$ cat src/rtl/hs32_memarb.sv
// hs32_memarb: arbitrates NCH request channels onto one external memory bus, with optional bus timeout
module hs32_memarb #(
    parameter int NCH     = 2,
    parameter int AW      = 32,
    parameter int DW      = 32,
    parameter int PRIO    = 0,
    parameter int TIMEOUT = 0
) (
    input  logic              clk,
    input  logic              reset,
    input  logic [NCH-1:0]    ch_valid,
    input  logic [NCH-1:0]    ch_rw,
    input  logic [NCH*AW-1:0] ch_addr,
    input  logic [NCH*DW-1:0] ch_dtw,
    output logic [DW-1:0]     ch_dtr,
    output logic [NCH-1:0]    ch_ready,
    output logic              ch_err,
    output logic [AW-1:0]     addr,
    output logic              rw,
    output logic [DW-1:0]     dout,
    output logic              wvalid,
    input  logic [DW-1:0]     din,
    input  logic              rvalid
);
    localparam int IW   = NCH > 1 ? $clog2(NCH) : 1;
    localparam int TW   = TIMEOUT > 1 ? $clog2(TIMEOUT) : 1;
    localparam int TLIM = TIMEOUT > 0 ? TIMEOUT - 1 : 0;
    typedef enum logic [1:0] {IDLE, BUS, DONE} state_t;
    state_t          state;
    logic [IW-1:0]   last_grant, winner, gnt, lo, hi;
    logic            hi_found, sel_rw, expired;
    logic [AW-1:0]   sel_addr;
    logic [DW-1:0]   sel_dtw;
    logic [TW-1:0]   tcnt;
    assign expired = (TIMEOUT != 0) && (tcnt == TW'(TLIM));
    // lowest requester overall, and lowest requester above last_grant for the round-robin wrap
    always_comb begin
        lo = '0;
        hi = '0;
        hi_found = 1'b0;
        for (int i = NCH - 1; i >= 0; i--) begin
            if (ch_valid[i]) begin
                lo = IW'(i);
                if (i > int'(last_grant)) begin
                    hi = IW'(i);
                    hi_found = 1'b1;
                end
            end
        end
        gnt = (PRIO == 0 && hi_found) ? hi : lo;
    end
    // route the granted channel's request fields
    always_comb begin
        sel_addr = '0;
        sel_dtw = '0;
        sel_rw = 1'b0;
        for (int i = 0; i < NCH; i++) begin
            if (gnt == IW'(i)) begin
                sel_addr = ch_addr[i*AW +: AW];
                sel_dtw = ch_dtw[i*DW +: DW];
                sel_rw = ch_rw[i];
            end
        end
    end
    // IDLE -> BUS -> DONE transaction sequencer with registered outputs
    always_ff @(posedge clk or negedge reset) begin
        if (!reset) begin
            state <= IDLE;
            wvalid <= 1'b0;
            rw <= 1'b0;
            addr <= '0;
            dout <= '0;
            ch_dtr <= '0;
            ch_ready <= '0;
            ch_err <= 1'b0;
            tcnt <= '0;
            winner <= '0;
            last_grant <= IW'(NCH - 1);
        end else begin
            case (state)
                IDLE: if (|ch_valid) begin
                    winner <= gnt;
                    addr <= sel_addr;
                    rw <= sel_rw;
                    dout <= sel_dtw;
                    wvalid <= 1'b1;
                    tcnt <= '0;
                    state <= BUS;
                end
                BUS: if (rvalid || expired) begin
                    state <= DONE;
                    wvalid <= 1'b0;
                    ch_ready <= NCH'(1) << winner;
                    ch_err <= !rvalid;
                    if (rvalid && !rw) ch_dtr <= din;
                end else begin
                    tcnt <= tcnt + TW'(1);
                end
                DONE: begin
                    ch_ready <= '0;
                    ch_err <= 1'b0;
                    last_grant <= winner;
                    state <= IDLE;
                end
                default: state <= IDLE;
            endcase
        end
    end
endmodule

$ cat config.mk
export PLATFORM = sky130hd
export DESIGN_NAME = hs32_memarb
export DESIGN_NICKNAME = d
export VERILOG_FILES = /design/src/rtl/hs32_memarb.sv
export SDC_FILE = /design/constraint.sdc
export NUM_CORES = 1
export LEC_CHECK = 0
export CORE_ASPECT_RATIO = 1.5
export CORE_UTILIZATION = 40
export DETAILED_ROUTE_END_ITERATION = 8
export GPL_TIMING_DRIVEN = 0
export PLACE_DENSITY = 0.82
export SETUP_SLACK_MARGIN = 0.5
export SLEW_MARGIN = 5
export SYNTH_ARGS = -nofsm -noshare
export SYNTH_HDL_FRONTEND = slang
export SYNTH_SLANG_ARGS = --single-unit
$ cat constraint.sdc
create_clock -name clk -period 1.9 [get_ports clk]
set_clock_uncertainty 0.1 [all_clocks]
set_input_delay 0.285 -clock clk [delete_from_list [all_inputs] [get_ports clk]]
set_output_delay 0.285 -clock clk [all_outputs]
set_load 0.005 [all_outputs]
Word-level counts from Yosys, hierarchy flattened
Index checks and enable logic that the tools add are counted.
{"block": "classes", "magnitude_cmp": 1, "n_eq_ne": 4, "shifts": 1, "muxes": 18, "n_reduce_logical": 12}
{"cell": "$mux 32", "count": 2}
{"cell": "$mux 1", "count": 9}
{"cell": "$pmux 2 s2", "count": 2}
{"cell": "$mux 2", "count": 3}
{"cell": "$reduce_and 2->1", "count": 3}
{"cell": "$reduce_and 3->1", "count": 2}
{"cell": "$ne 2x2->1 const B", "count": 2}
{"cell": "$pmux 1 s2", "count": 2}
{"cell": "$reduce_bool 2->1", "count": 2}
{"cell": "$eq 2x1->1 const B", "count": 1}
{"cell": "$eq 2x2->1 const B", "count": 1}
{"cell": "$logic_not 1->1", "count": 2}
{"cell": "$logic_not 2->1", "count": 1}
{"cell": "$reduce_or 2->1", "count": 1}
{"cell": "$shl 1x1->2 const A", "count": 1}
{"cell": "$gt 1x1->1 const A", "count": 1}
{"cell": "$logic_and 1x1->1", "count": 1}
{"block": "totals", "register_bits": 105, "in_bits": 167, "out_inout_bits": 101, "wordCells": 46}

Logic depth before layout (Yosys ltp)
{"block": "logic_depth", "depth_word": 5, "depth_mapped": 5, "ltp_nobuf": 3}

Worst setup path before layout
Ideal clock, no wire load.
{"block": "synth_path", "kind": "register to register", "start": "register last_grant", "end": "register addr[14]", "setup_ns": 0.125, "t_arrival_ns": 1.489, "required_ns": 1.675, "slack_ns": 0.185, "stages_incl_launch_ff": 6, "period_less_slack_ns": 1.715, "cell_sequence": "dfstp_2 a21bo_2 buf_6 buf_6 mux2_4 mux2_4"}
{"block": "synth_via", "elab_chain_len": 5}
{"element": "start: declaration", "line": "30", "source": "logic [IW-1:0] last_grant, winner, gnt, lo, hi;"}
{"element": "start signal: assignment", "line": "78", "source": "last_grant <= IW'(NCH - 1);"}
{"element": "start signal: assignment", "line": "102", "source": "last_grant <= winner;"}
{"element": "$gt 1x1->1", "line": "44", "source": "if (i > int'(last_grant)) begin"}
{"element": "$mux 1", "line": "44"}
{"element": "$mux 1", "line": "42", "source": "if (ch_valid[i]) begin"}
{"element": "$mux 1", "line": "50", "source": "gnt = (PRIO == 0 && hi_found) ? hi : lo;"}
{"element": "$mux 32", "line": "58", "source": "if (gnt == IW'(i)) begin"}
{"element": "end signal: assignment", "line": "83", "source": "addr <= sel_addr;"}
{"element": "end: declaration", "line": "18", "source": "output logic [AW-1:0] addr,"}
No other way between the ends.
A chain may end at the register's enable or synchronous reset.

Worst setup path after layout
{"block": "layout_path", "start": "register last_grant", "end": "register addr[5]"}
Same word-level chain as after synthesis.

==> run summary <==
### STA
* 553 MHz — fmax
* 0 — pins over their slew limit
* 70.1% — relative max-transition margin
* yes — RSZ-0062 raised after global routing
* 0 — Hold Violations, Final
* 0.0916 ns — minimum setup slack in the final design
* 95.2% — post-route fraction of the period consumed by the critical path
* 0.449 ns — worst-margin pin slew
* 1.81 ns — Final Critical Period
* 0 — Final setup violation count

### Floorplanning
* 93.5 um — horizontal die dimension
* 49 — total number of placement rows
* 139 um — Die H
* 41.4% — starting density of the core
* 0.0121 mm^2 — area inside the core boundary
* 0.0130 mm^2 — die outline area
* 268 — Boundary Pins

### Finish
* 42.2% — layout cell share with drive strength beyond 1
* 0 — antenna diode count
* 86.1% — relative area change from synthesis to final layout
* 828 — Final Instance Count excl. Fillers
* 0.00934 mm^2 — final standard cell area without fillers
* 837 — post-layout net count

### CTS
* 3 — number of H-tree levels
* sky130_fd_sc_hd__clkbuf_16 — root buffer selected by CTS
* 0.34 ns — Clock Latency Late Sink
* 2 — maximum clock insertion buffer count
* 9 — CTS Buf Count
* 105 — clk sink count
* built — CTS tree
* 0.07 ns — clock input transition at the sequential cells of the worst setup and hold paths

### Placed design
* -0.258 ns — Post-Place Setup Slack
* 0.00815 mm^2 — cell area after placement
* 10500 um — DP Wirelength
* 267 — number of port buffers
* 0.719 — routability cong.
* 730 — Post-Place Cells

### Synthesis
* 105 — number of register bits inferred by synthesis
* 0 — number of synthesized flops with an enable pin
* 25 — Cell variety after synth
* 476 — Synth Net Count
* sky130_fd_sc_hd__dfrtp_1 — most common cell in the synthesized netlist
* sky130_fd_sc_hd__dfrtp_1 (104), sky130_fd_sc_hd__mux2_2 (76), sky130_fd_sc_hd__mux2_4 (76) — commonest cells in the netlist
* 16.2 um^2 — post-synthesis area per instance
* 100% — asr flop ratio synth
* 52.4% — sequential-to-total area share from yosys stat
* 0.00502 mm^2 — summed instance area of the synthesized netlist
* 0 — number of warnings reported in the yosys synthesis log
* 309 — Syn Inst Count
* sky130_fd_sc_hd__dfrtp_1 (52%), sky130_fd_sc_hd__mux2_4 (23%), sky130_fd_sc_hd__mux2_2 (17%) — leading post-synthesis cells by cell area
* 51.8% — Yosys top cell area share
* sky130_fd_sc_hd__dfrtp_1 — leading area contributor after synthesis
* sky130_fd_sc_hd__dfrtp_1 — main flop type after synthesis

### Global routing
* 4390 — vias in the first global route
* 22.7% — all-layer global routing usage
* 0 — number of antenna violations at the first check in global routing
* 22400 um — global-route wire length before repair
* 0 — global-route congestion overflow total
* 62 — pin count of the biggest net entering global routing

### Drt
* 15700 um — Routed WL
* 4 — first-pass detailed-route iteration total
* 4.80 — routed via count divided by cell count
* 0 — detailed-route DRC error count
* 18.9 um — detail-routed net length per standard cell
* 0 — remaining number of nets flagged by the antenna check after routing
* 71 — 1st-iter DRT viols
* 3978 — via count

### Power and ir drop
* 0.848 mV — maximum VDD drop
* 1400 mW/mm^2 — power density over the cells
* 0.00434 uW — Static Leakage

### Setup path
* sky130_fd_sc_hd__dfstp_2 — critical-path cell with the highest stage delay
* flop — Setup crit end kind
* 2.02 ns — Critical Path RT
* reg -> reg — Setup Crit Path Kind
* 10 — CP max FO
* 0.09 ns — Worst R2R Setup Slack
* addr[5]$_DFFE_PN0P_ — RR Endpoint
* 0.54 ns — slowest cell delay on critical path
* a21bo_4 -> buf_12 -> buf_12 -> mux2_4 -> mux2_4 — critical path cell sequence
* 1.93 ns — data arrival time of the critical path
* last_grant$_DFFE_PN1N_ — source of the worst register-to-register timing path
* flop — CP startpoint kind
* 5 — cell count of the worst reg-to-reg path

### Worst hold path
* in -> async — class of the most critical hold timing path

### Run status
* complete, no violations — result of the run

### Flow run
* 0 — # Max-Cap Violations

[logic make-up after synthesis]
group,after synthesis,synth area share [%]
simple gates,14,1.72
compound gates,7,0.897
mux,163,42.2
flops,105,52.4
buf+inv,20,2.79
[layout make-up]
type / instances / area, um^2
inverters: 2 / 7.51
flip-flops and latches: 105 / 2630
multi-input cells: 184 / 2500
clock inverters: 7 / 76.3
well taps: 153 / 191
repair buffers: 350 / 3430
plain buffers: 18 / 274
clock buffers: 9 / 225
fillers: 735 / 2800
[timing repair]
item,in CTS,in global routing
endpoints found under the setup margin,201,229
endpoints found under the hold margin,43,0
gates cloned,1,5
hold buffers,1,0
resized for setup,141,93
setup buffers,44,31
pin swaps,1,1
[routing by layer]
| metal | up-vias | wire [um] | global-route usage, % |
|---|---|---|---|
| li1 | 1826 | - | - |
| met1 | 1955 | 5500 | 23.4 |
| met2 | 168 | 8620 | 42.3 |
| met3 | 29 | 1150 | 6.58 |
| met4 | 0 | 392 | 8.50 |
| met5 | - | 0 | 0 |
[worst max-delay path: cells and delay by family, from the launching register on]
family                 cells  cell delay [ns]
buffers and inverters      2             0.32
AO/OA/AOI/OAI              1             0.15
multiplexers               2             0.58
flip-flops                 1             0.54
[per-stage QoR]
stage	hold WS, ns	utilization, %	total power, uW	TNS, ns
global route	0.362	77.0	13700	0
floorplan	-0.111	-	6970	0
CTS	0.395	72.3	12000	0
detailed placement	0.232	67.1	10100	-18.14
global placement	0.362	66.9	9960	-384.17
finish	0.332	77.0	13000	0
[flip-flops by register name, summed over array words and instances (netlist names)]
signal and flops:
addr 32, ch_dtr 32, ch_err 1, ch_ready 2
dout 32, last_grant 1, rw 1, state 2
winner 1, wvalid 1
[cell usage in the layout (no fill, tap or decap), types with 3 or more instances in the layout]
master	Yosys	layout
sky130_fd_sc_hd__buf_12	0	10
sky130_fd_sc_hd__mux2_4	76	139
sky130_fd_sc_hd__clkbuf_16	0	14
sky130_fd_sc_hd__buf_6	6	8
sky130_fd_sc_hd__buf_4	2	74
sky130_fd_sc_hd__clkdlybuf4s15_1	0	84
sky130_fd_sc_hd__dlygate4sd2_1	0	18
sky130_fd_sc_hd__clkdlybuf4s50_1	0	164
sky130_fd_sc_hd__o21ai_0	3	3
sky130_fd_sc_hd__mux2_2	76	23
sky130_fd_sc_hd__dfrtp_1	104	103
[how the worst max path moves through the flow]
| stage | endpoint | slack, ns | cells past startpoint | from |
|---|---|---|---|---|
| after floorplan | addr[14]$_DFFE_PN0P_ | 0.20 | 5 | last_grant$_DFFE_PN1N_ |
| after global placement | addr[25]$_DFFE_PN0P_ | -3.52 | 1 | reset |
| after detailed placement | addr[7]$_DFFE_PN0P_ | -0.26 | 5 | ch_valid[0] |
| after CTS | addr[20]$_DFFE_PN0P_ | 0.12 | 5 | last_grant$_DFFE_PN1N_ |
| after global routing | addr[5]$_DFFE_PN0P_ | 0.06 | 5 | last_grant$_DFFE_PN1N_ |
| final | addr[5]$_DFFE_PN0P_ | 0.09 | 5 | last_grant$_DFFE_PN1N_ |
[where the power goes]
part | leakage (uW) | switching [uW] | total, uW | internal, uW
Combinational | 0.00297 | 2230 | 7130 | 4910
Sequential | 0.00124 | 631 | 4010 | 3380
Clock | 0.000142 | 858 | 1890 | 1030
Total | 0.00434 | 3720 | 13000 | 9320
Note: power is estimated with default switching activity, not from simulation.
